--- src/rtl/comet_uart_tx_io_if.sv ---
// rtl/comet_uart_tx_io_if.sv - COMET II data-memory bus port bundle for the UART TX responder
interface comet_uart_tx_io_if;
   logic        re;
   logic [15:0] raddr;
   logic [15:0] rdata;
   logic        rsel;
   logic        we;
   logic [15:0] waddr;
   logic [15:0] wdata;

   modport master (output re, output raddr, input rdata, input rsel,
                   output we, output waddr, output wdata);
   modport slave  (input re, input raddr, output rdata, output rsel,
                   input we, input waddr, input wdata);
endinterface

--- src/rtl/comet_uart_tx_io.sv ---
// rtl/comet_uart_tx_io.sv - memory-mapped 8N1 UART transmitter with TX FIFO and status register
module comet_uart_tx_io #(
   parameter logic [15:0] BASE_ADDR    = 16'hFF00,
   parameter int          CLKS_PER_BIT = 69,
   parameter int          FIFO_DEPTH   = 8
) (
   input  logic                mclk,
   input  logic                rst,
   comet_uart_tx_io_if.slave   bus,
   output logic                txd,
   output logic                tx_busy
);
   localparam int PW = (FIFO_DEPTH > 1) ? $clog2(FIFO_DEPTH) : 1;
   localparam int CW = PW + 1;
   localparam logic [15:0]   BAUD_LAST = 16'(CLKS_PER_BIT - 1);
   localparam logic [CW-1:0] DEPTH_C   = CW'(FIFO_DEPTH);
   localparam logic [15:0]   STAT_ADDR = BASE_ADDR + 16'd1;

   typedef enum logic [1:0] {IDLE, START, DATA, STOP} state_t;

   state_t        state_q, state_d;
   logic [15:0]   baud_q, baud_d;
   logic [2:0]    bit_q, bit_d;
   logic [7:0]    shift_q, shift_d;
   logic          txd_q, txd_d;
   logic [7:0]    mem_q [FIFO_DEPTH];
   logic [PW-1:0] wr_ptr_q, wr_ptr_d, rd_ptr_q, rd_ptr_d;
   logic [CW-1:0] count_q, count_d;
   logic          ovf_q, ovf_d;
   logic [15:0]   rdata_q, rdata_d;
   logic          rsel_q, rsel_d;

   logic          fifo_empty, fifo_full, baud_end, pop, push_ok;
   logic          wr_data_hit, wr_stat_hit, rd_data_hit, rd_stat_hit;
   logic [15:0]   status;
   logic [7:0]    unused_wdata_hi;

   assign unused_wdata_hi = bus.wdata[15:8];

   assign fifo_empty  = (count_q == '0);
   assign fifo_full   = (count_q == DEPTH_C);
   assign baud_end    = (baud_q == BAUD_LAST);
   assign wr_data_hit = bus.we && (bus.waddr == BASE_ADDR);
   assign wr_stat_hit = bus.we && (bus.waddr == STAT_ADDR);
   assign rd_data_hit = (bus.raddr == BASE_ADDR);
   assign rd_stat_hit = (bus.raddr == STAT_ADDR);
   // A full FIFO still accepts a byte when the shifter pops on the same edge.
   assign push_ok     = wr_data_hit && (!fifo_full || pop);
   assign status      = {8'h00, 4'(count_q), ovf_q, fifo_empty, fifo_full, state_q != IDLE};

   assign txd         = txd_q;
   assign tx_busy     = (state_q != IDLE) || !fifo_empty;
   assign bus.rdata   = rdata_q;
   assign bus.rsel    = rsel_q;

   always_comb begin
      state_d = state_q;
      baud_d  = baud_q;
      bit_d   = bit_q;
      shift_d = shift_q;
      pop     = 1'b0;
      unique case (state_q)
         IDLE: begin
            if (!fifo_empty) begin
               pop     = 1'b1;
               shift_d = mem_q[rd_ptr_q];
               state_d = START;
               baud_d  = '0;
            end
         end
         START: begin
            if (baud_end) begin
               baud_d  = '0;
               bit_d   = '0;
               state_d = DATA;
            end else begin
               baud_d = baud_q + 16'd1;
            end
         end
         DATA: begin
            if (baud_end) begin
               baud_d  = '0;
               shift_d = {1'b0, shift_q[7:1]};
               if (bit_q == 3'd7) state_d = STOP;
               else               bit_d   = bit_q + 3'd1;
            end else begin
               baud_d = baud_q + 16'd1;
            end
         end
         STOP: begin
            if (baud_end) begin
               baud_d = '0;
               if (!fifo_empty) begin
                  pop     = 1'b1;
                  shift_d = mem_q[rd_ptr_q];
                  state_d = START;
               end else begin
                  state_d = IDLE;
               end
            end else begin
               baud_d = baud_q + 16'd1;
            end
         end
         default: state_d = IDLE;
      endcase
      // Line level follows the next state so txd changes on the same edge as the state.
      unique case (state_d)
         START:   txd_d = 1'b0;
         DATA:    txd_d = shift_d[0];
         default: txd_d = 1'b1;
      endcase
   end

   always_comb begin
      wr_ptr_d = push_ok ? wr_ptr_q + PW'(1) : wr_ptr_q;
      rd_ptr_d = pop ? rd_ptr_q + PW'(1) : rd_ptr_q;
      count_d  = count_q + CW'(push_ok) - CW'(pop);
      ovf_d    = ovf_q;
      if (wr_stat_hit && bus.wdata[3]) ovf_d = 1'b0;
      if (wr_data_hit && !push_ok)     ovf_d = 1'b1;
      rdata_d = rdata_q;
      rsel_d  = rsel_q;
      if (bus.re) begin
         rsel_d  = rd_data_hit || rd_stat_hit;
         rdata_d = rd_stat_hit ? status : 16'h0000;
      end
   end

   always_ff @(posedge mclk) begin
      if (push_ok) mem_q[wr_ptr_q] <= bus.wdata[7:0];
   end

   always_ff @(posedge mclk) begin
      if (rst) begin
         state_q  <= IDLE;
         baud_q   <= '0;
         bit_q    <= '0;
         shift_q  <= '0;
         txd_q    <= 1'b1;
         wr_ptr_q <= '0;
         rd_ptr_q <= '0;
         count_q  <= '0;
         ovf_q    <= 1'b0;
         rdata_q  <= '0;
         rsel_q   <= 1'b0;
      end else begin
         state_q  <= state_d;
         baud_q   <= baud_d;
         bit_q    <= bit_d;
         shift_q  <= shift_d;
         txd_q    <= txd_d;
         wr_ptr_q <= wr_ptr_d;
         rd_ptr_q <= rd_ptr_d;
         count_q  <= count_d;
         ovf_q    <= ovf_d;
         rdata_q  <= rdata_d;
         rsel_q   <= rsel_d;
      end
   end
endmodule

--- src/flat_wrapper.sv ---
// flat-port wrapper written by rule: the top's interface ports become plain ports
module comet_uart_tx_io_flat 
#(
   parameter logic [15:0] BASE_ADDR    = 16'hFF00,
   parameter int          CLKS_PER_BIT = 69,
   parameter int          FIFO_DEPTH   = 8
)
  (mclk, rst, txd, tx_busy, bus_re, bus_raddr, bus_rdata, bus_rsel, bus_we, bus_waddr, bus_wdata);
  comet_uart_tx_io_if bus_i ();
  input  logic mclk;
  input  logic rst;
  output logic txd;
  output logic tx_busy;
  input wire logic [$bits(bus_i.re)-1:0] bus_re;
  input wire logic [$bits(bus_i.raddr)-1:0] bus_raddr;
  output wire logic [$bits(bus_i.rdata)-1:0] bus_rdata;
  output wire logic [$bits(bus_i.rsel)-1:0] bus_rsel;
  input wire logic [$bits(bus_i.we)-1:0] bus_we;
  input wire logic [$bits(bus_i.waddr)-1:0] bus_waddr;
  input wire logic [$bits(bus_i.wdata)-1:0] bus_wdata;
  assign bus_i.re = bus_re;
  assign bus_i.raddr = bus_raddr;
  assign bus_rdata = bus_i.rdata;
  assign bus_rsel = bus_i.rsel;
  assign bus_i.we = bus_we;
  assign bus_i.waddr = bus_waddr;
  assign bus_i.wdata = bus_wdata;
  comet_uart_tx_io #(.BASE_ADDR(BASE_ADDR), .CLKS_PER_BIT(CLKS_PER_BIT), .FIFO_DEPTH(FIFO_DEPTH)) u_core (.mclk(mclk), .rst(rst), .bus(bus_i), .txd(txd), .tx_busy(tx_busy));
endmodule
--- config.mk ---
export PLATFORM = sky130hd
export DESIGN_NAME = comet_uart_tx_io_flat
export DESIGN_NICKNAME = d
export VERILOG_FILES = /design/src/rtl/comet_uart_tx_io_if.sv /design/src/rtl/comet_uart_tx_io.sv /design/src/flat_wrapper.sv
export SDC_FILE = /design/constraint.sdc
export NUM_CORES = 1
export LEC_CHECK = 0
export CORE_MARGIN = 5
export CORE_UTILIZATION = 60
export DETAILED_ROUTE_END_ITERATION = 6
export GPL_ROUTABILITY_DRIVEN = 0
export GPL_TIMING_DRIVEN = 1
export HOLD_SLACK_MARGIN = 0.12
export MAX_ROUTING_LAYER = met4
export PLACE_DENSITY = 0.86
export REMOVE_ABC_BUFFERS = 1
export SLEW_MARGIN = 20
export SYNTH_ARGS = -nofsm -noshare
export SYNTH_HDL_FRONTEND = slang
export SYNTH_SLANG_ARGS = --single-unit
--- constraint.sdc ---
create_clock -name mclk -period 4.6 [get_ports mclk]
set_clock_uncertainty 0.1 [all_clocks]
set_input_delay 1.15 -clock mclk [delete_from_list [all_inputs] [get_ports mclk]]
set_output_delay 1.15 -clock mclk [all_outputs]
set_load 0.005 [all_outputs]
# Yosys cells after proc, flatten, opt, wreduce, memory -nomap -nowiden
# Memories as Yosys holds them, arrays and structs flattened. A register that Yosys moved wholly into a read port is not among the register bits.
# Cells that the tools add are included.
# classes
addsub,6
eq_ne,17
muxes,29
reduce_logical,20
# ops
cell,n
$eq A16 B16 Y1 const B,4
$mux W16,2
$mux W8,4
$pmux W16 S2,1
$pmux W8 S3,1
$add A16 B1 Y16 const B,1
$eq A16 B7 Y1 const B,1
$mux W3,5
$mux W2,5
$add A3 B1 Y3 const B,3
$pmux W2 S4,1
$mux W1,7
$eq A2 B2 Y1 const B,3
$ne A2 B1 Y1 const B,3
$pmux W3 S2,1
$reduce_bool A2 Y1,3
$logic_and A1 B1 Y1,5
$add A4 B1 Y4,1
$eq A2 B1 Y1 const B,2
$eq A4 B4 Y1 const B,1
$logic_not A4 Y1,1
$ne A2 B2 Y1 const B,2
$pmux W1 S2,2
$reduce_and A4 Y1,1
8 further kinds,12
# word_totals
ff_bits,58
ram_bits,64
inputBits,52
memories,1
# mem_list
memory,depth,width,rd,rd_ports_with_merged_regs,wr,line,rtl
u_core.mem_q,8,8,1,1,1,comet_uart_tx_io.sv:26,logic [7:0] mem_q [FIFO_DEPTH];

# Depth between registers and ports, before layout
# Gate-level depths: netlist (run 1).
# depth
ltp_word,9
depth_mapped,12
ltp_nobuf,12

# Worst setup path before layout (run 1)
# Ideal clock, no wire load.
# synth_path
path_kind,in2reg
start,input port bus_waddr[1]
end,register u_core.count_q[2]
setup_time_ns,0.128
arrival_time_ns,3.154
required_time_ns,4.372
setup_slack_ns,1.218
path_stages,10
path_cell_list,or4b_4 -> nor4_4 -> and2b_1 -> a21boi_2 -> buf_4 -> ha_1 -> inv_1 -> fa_1 -> xor2_1 -> nor2_1
# synth_via
elab_chain_cells,5
# synth_rtl
element,line,rtl
start: declaration,flat_wrapper.sv:19,input wire logic [$bits(bus_i.waddr)-1:0] bus_waddr;
$eq A16 B16 Y1,comet_uart_tx_io.sv:43,assign wr_data_hit = bus.we && (bus.waddr == BASE_ADDR);
$logic_and A1 B1 Y1,comet_uart_tx_io.sv:43,
$logic_and A1 B1 Y1,comet_uart_tx_io.sv:48,assign push_ok = wr_data_hit && (!fifo_full || pop);
via u_core.push_ok,comet_uart_tx_io.sv:33,"logic fifo_empty, fifo_full, baud_end, pop, push_ok;"
$add A4 B1 Y4,comet_uart_tx_io.sv:117,count_d = count_q + CW'(push_ok) - CW'(pop);
$sub A4 B1 Y4,comet_uart_tx_io.sv:117,
end signal: assignment,comet_uart_tx_io.sv:154,count_q <= count_d;
end: declaration,comet_uart_tx_io.sv:28,"logic [CW-1:0] count_q, count_d;"
# The timed path passes the listed nets, and every way through them passes these cells.
# A chain may end at the register's enable or synchronous reset.

# Worst setup path in the final report (run 1)
# layout_path
start,register u_core.count_q[2]
end,output port tx_busy
# layout_via
elab_chain_cells,3
# layout_rtl
element,line,rtl
$logic_not A4 Y1,comet_uart_tx_io.sv:40,assign fifo_empty = (count_q == '0);
$logic_not A1 Y1,comet_uart_tx_io.sv:52,assign tx_busy = (state_q != IDLE) || !fifo_empty;
$logic_or A1 B1 Y1,comet_uart_tx_io.sv:52,
end: declaration,flat_wrapper.sv:13,output logic tx_busy;
# Every way passes these cells.

==> flow_metrics.env, run 1 <==
export IMPL_timing_final_crit_share=0.906
export IMPL_hold_viol=0
export IMPL_synth_top_area_frac=0.347
export IMPL_timing_critical_path_from="u_core.count_q[2]"
export IMPL_ir_worst_vdd_mv=0.422
export IMPL_yosysWarnings=0
export IMPL_diodes=0
export IMPL_layout_drive_gt1_share=0.139
export IMPL_cp_buffers_inverters=3
export IMPL_met2WireLength_um=6490
export IMPL_seq_power_share=0.379
export IMPL_worstPathCellList="inv_1 > ha_1 > or3b_2 > nor2_1 > inv_1 > clkdlybuf4s50_1"
export IMPL_tightest_slew_ns=0.815
export IMPL_clock_sinks=117
export IMPL_clock_path_buffers=2
export IMPL_ioPinCount=71
export IMPL_grt_pass1_wl_um=20100
export IMPL_dieHeight_um=106
export IMPL_p_sw_mw=1.06
export IMPL_topRoutingLayerUsed="met4"
export IMPL_place_area_um2=6080
export IMPL_power_density_nw_per_um2=499
export IMPL_cp_depth=6
export IMPL_status="completed"
export IMPL_grt_max_degree=33
export IMPL_avgSynthCellArea_um2=11.8
export IMPL_grt_antenna_before_repair=0
export IMPL_yosys_area_top_type="edfxtp_1"
export IMPL_tns_ns=0
export IMPL_final_seq_area_um2=2980
export IMPL_maxCapViolations=0
export IMPL_cp_end_kind="primary output"
export IMPL_multi_input_area_um2=2320
export IMPL_port_buffers=54
export IMPL_fillers=578
export IMPL_arrival_ns=2.92
export IMPL_core_area_um2=9110
export IMPL_max_freq_mhz=240
export IMPL_postLayoutCellArea_um2=6650
export IMPL_leakagePower_nw=2.31
export IMPL_die_area_um2=11300
export IMPL_firstDrtPassIters=5
export IMPL_async_flop_share=0
export IMPL_wl_um=12200
export IMPL_drt_met1_wl_um=4950
export IMPL_worstSkewPairLatency_ns=0.52
export IMPL_critPathCapture="tx_busy"
export IMPL_cts_setup_buffers=0
export IMPL_reg2reg_slack_ns=1.51
export IMPL_ys_ff_latch=117
export IMPL_swShare=0.320
export IMPL_rr_startpoint="u_core.state_q[1]"
export IMPL_cp_required_ns=3.35
export IMPL_fin_crit_ns=4.17
export IMPL_synth_edff_count=64
export IMPL_synth_flop_cell="edfxtp_1"
export IMPL_worstHoldStart="u_core.shift_q[7]"
export IMPL_first_iter_violations=264
export IMPL_slowest_stage="clkdlybuf4s50_1"
export IMPL_post_cts_resize_count=0
export IMPL_startpoint_type="flop"
export IMPL_slew_violations=0
export IMPL_power_mw=3.32
export IMPL_grt_ovfl_total=0
export IMPL_nets=590
export IMPL_wl_per_cell_um=19.0
export IMPL_hold_slack_ns=0.375
export IMPL_row_count=35
export IMPL_tritoncts="yes"
export IMPL_drtAntennaViolNets=0
export IMPL_cts_max_level=4
export IMPL_root_buffer="clkbuf_8"
export IMPL_pwr_share_comb=0.239
export IMPL_path_max_fanout=11
export IMPL_rsz0062_at_grt="false"
export IMPL_setup_viol=0
export IMPL_grt_pass1_vias=4004
export IMPL_crit_path_frequent_cell="inv_1"
export IMPL_seq_area_frac_synth=0.538
export IMPL_cp_top_family="simple AND/OR/NAND/NOR gates"
export IMPL_synthTopCellsByArea="edfxtp_1 (35%), dfxtp_1 (19%), mux4_2 (6.5%)"
export IMPL_numCtsBuffers=17
export IMPL_post_dp_hpwl_um=7500
export IMPL_via_count=3923
export IMPL_synthDistinctLibCells=68
export IMPL_netlist_area_um2=5540
export IMPL_r2r_worst_path_cells=10
export IMPL_post_route_drc_count=0
export IMPL_power_share_clock=0.383
export IMPL_max_stage_delay_ns=0.52
export IMPL_crit_type="flop to primary output"
export IMPL_syn_to_final_growth_pct=20.1
export IMPL_grtUsageTotal=0.239
export IMPL_vias_per_cell=6.09
export IMPL_synthCells=470
export IMPL_postCtsHoldBufs=0
export IMPL_max_slew_margin_rel=0.456
export IMPL_clk_pin_slew_ns=0.06
export IMPL_intPower_mw=2.26
export IMPL_wl_met3_um=601
export IMPL_initial_core_util=0.608
export IMPL_min_path_type="flop to flop"
export IMPL_die_w_um=106
export IMPL_worstReg2RegEnd="u_core.count_q[2]"
==> worst min-delay path by stage <==
| stage | depth (start not counted) | to |
|---|---|---|
| 2_1_floorplan | 2 | u_core.shift_q[6] |
| 6_report | 2 | u_core.shift_q[6] |
| 5_1_grt | 2 | u_core.shift_q[4] |
| 4_1_cts | 2 | u_core.shift_q[6] |
| 3_3_place_gp | 2 | u_core.shift_q[6] |
| 3_5_place_dp | 2 | u_core.shift_q[6] |
==> cells in the final DEF, fill, tap and decap left out, types with 4 or more instances in the layout <==
cell	n
a211oi_1	4
a21oi_1	33
a311oi_1	6
a31oi_1	4
and2_1	4
and4_1	5
clkbuf_16	16
clkdlybuf4s50_1	53
conb_1	8
dfxtp_1	52
edfxtp_1	64
ha_1	17
inv_1	23
inv_6	7
mux2_2	5
mux2i_1	11
mux4_2	16
nand2_1	19
nand2b_1	6
nand3_1	10
nand3b_1	4
nand4_1	7
nor2_1	48
nor2b_1	13
nor3_1	6
o21ai_0	15
o221ai_1	5
==> layer usage <==
layer | up-vias | global-route usage
met5 | - | -
met4 | 0 | 0.0786
met3 | 21 | 0.0607
met2 | 134 | 0.404
met1 | 1924 | 0.280
li1 | 1844 | -
==> power groups by stage <==
stage | Sequential [mW] | Combinational [mW] | Clock, mW
after floorplan | 1.25 | 0.539 | 0
after global placement | 1.27 | 0.723 | 0
after detailed placement | 1.28 | 0.766 | 0
after CTS | 1.26 | 0.788 | 1.28
after global routing | 1.27 | 0.878 | 1.35
final | 1.26 | 0.792 | 1.27
==> metrics by stage <==
stage               std cells   util  setup WS, ns
global route              644  0.730         0.243
detailed placement        612  0.668         0.598
CTS                       644  0.730         0.426
finish                    644  0.730         0.434
floorplan                 444      -          1.19
global placement          612  0.668         0.625
==> cell usage after synthesis (2+ instances only) <==
cell and instances:
nand2b_1 6, or4_1 3, mux4_2 16, a41oi_1 2, clkbuf_1 12, nand3_1 10
o31ai_1 2, buf_2 8, buf_4 9, nand3b_1 4, o21ai_0 15, a311oi_1 6
nor4_1 2, inv_1 23, buf_1 2, xor2_1 2, edfxtp_1 64, or2_2 3
and2_1 4, o221ai_1 5, o211ai_1 2, and3_1 3, buf_6 2, ha_1 17
nor2b_1 13, nor3_1 6, and4b_1 3, a211oi_1 4, o2bb2ai_1 2, dfxtp_1 53
mux2i_1 11, nor4_4 2, or3_1 2, a31oi_1 4, and4bb_1 2, mux2_2 5
a21oi_1 33, xnor2_1 2, and4_1 5, nand4_1 7, nand2_1 19, nor2_1 48
or4b_1 2
==> sequential cells by signal, summed over array words and instances (netlist names), named ones only <==
signal,count
u_core.baud_q,16
u_core.bit_q,3
u_core.bus.rdata,8
u_core.bus.rsel,1
u_core.count_q,4
u_core.mem_q,64
u_core.ovf_q,1
u_core.rd_ptr_q,3
u_core.shift_q,8
u_core.state_q,2
u_core.txd,1
u_core.wr_ptr_q,3
==> cells by family (layout without fill, tap and decap cells) <==
kind of cell | after synthesis | after routing | share of synthesized area
AO/OA/AOI/OAI | 87 | 87 | 0.103
XOR/XNOR | 4 | 4 | 0.00632
adder cells (fa/ha/maj) | 18 | 18 | 0.0420
buffers and inverters | 56 | 112 | 0.0485
flip-flops | 117 | 117 | 0.538
multiplexers | 32 | 32 | 0.0951
other | 1 | 8 | 0.000677
AND/OR/NAND/NOR | 155 | 155 | 0.166
==> area by class of cell <==
class	instances	area share
Clock inverter	15	0.0235
Inverter	23	0.0130
Sequential cell	117	0.448
Tap cell	111	0.0209
Multi-Input combinational cell	304	0.348
Timing Repair Buffer	57	0.0839
Clock buffer	17	0.0622
==> worst register-to-register path, stage by stage, from the launching register on <==
cell and delay [ns]:
dfxtp_1 0.44, ha_1 0.31, nor4b_1 0.37, and4_1 0.32, o21ai_2 0.16, a21boi_2 0.41, ha_1 0.24, inv_1 0.05
fa_1 0.37, xor2_1 0.16, nor2_1 0.05
Note: power is estimated with default switching activity, not from simulation.
==> run 2, diff against run 1 <==
--- a/config.mk
+++ b/config.mk
@@ -14,6 +14,7 @@
 export MAX_ROUTING_LAYER = met4
 export PLACE_DENSITY = 0.86
 export REMOVE_ABC_BUFFERS = 1
+export SETUP_SLACK_MARGIN = 0.02
 export SLEW_MARGIN = 20
 export SYNTH_ARGS = -nofsm -noshare
 export SYNTH_HDL_FRONTEND = slang
==> results of run 2 <==
Final layout, timing and power as in run 1 (identical DEF).
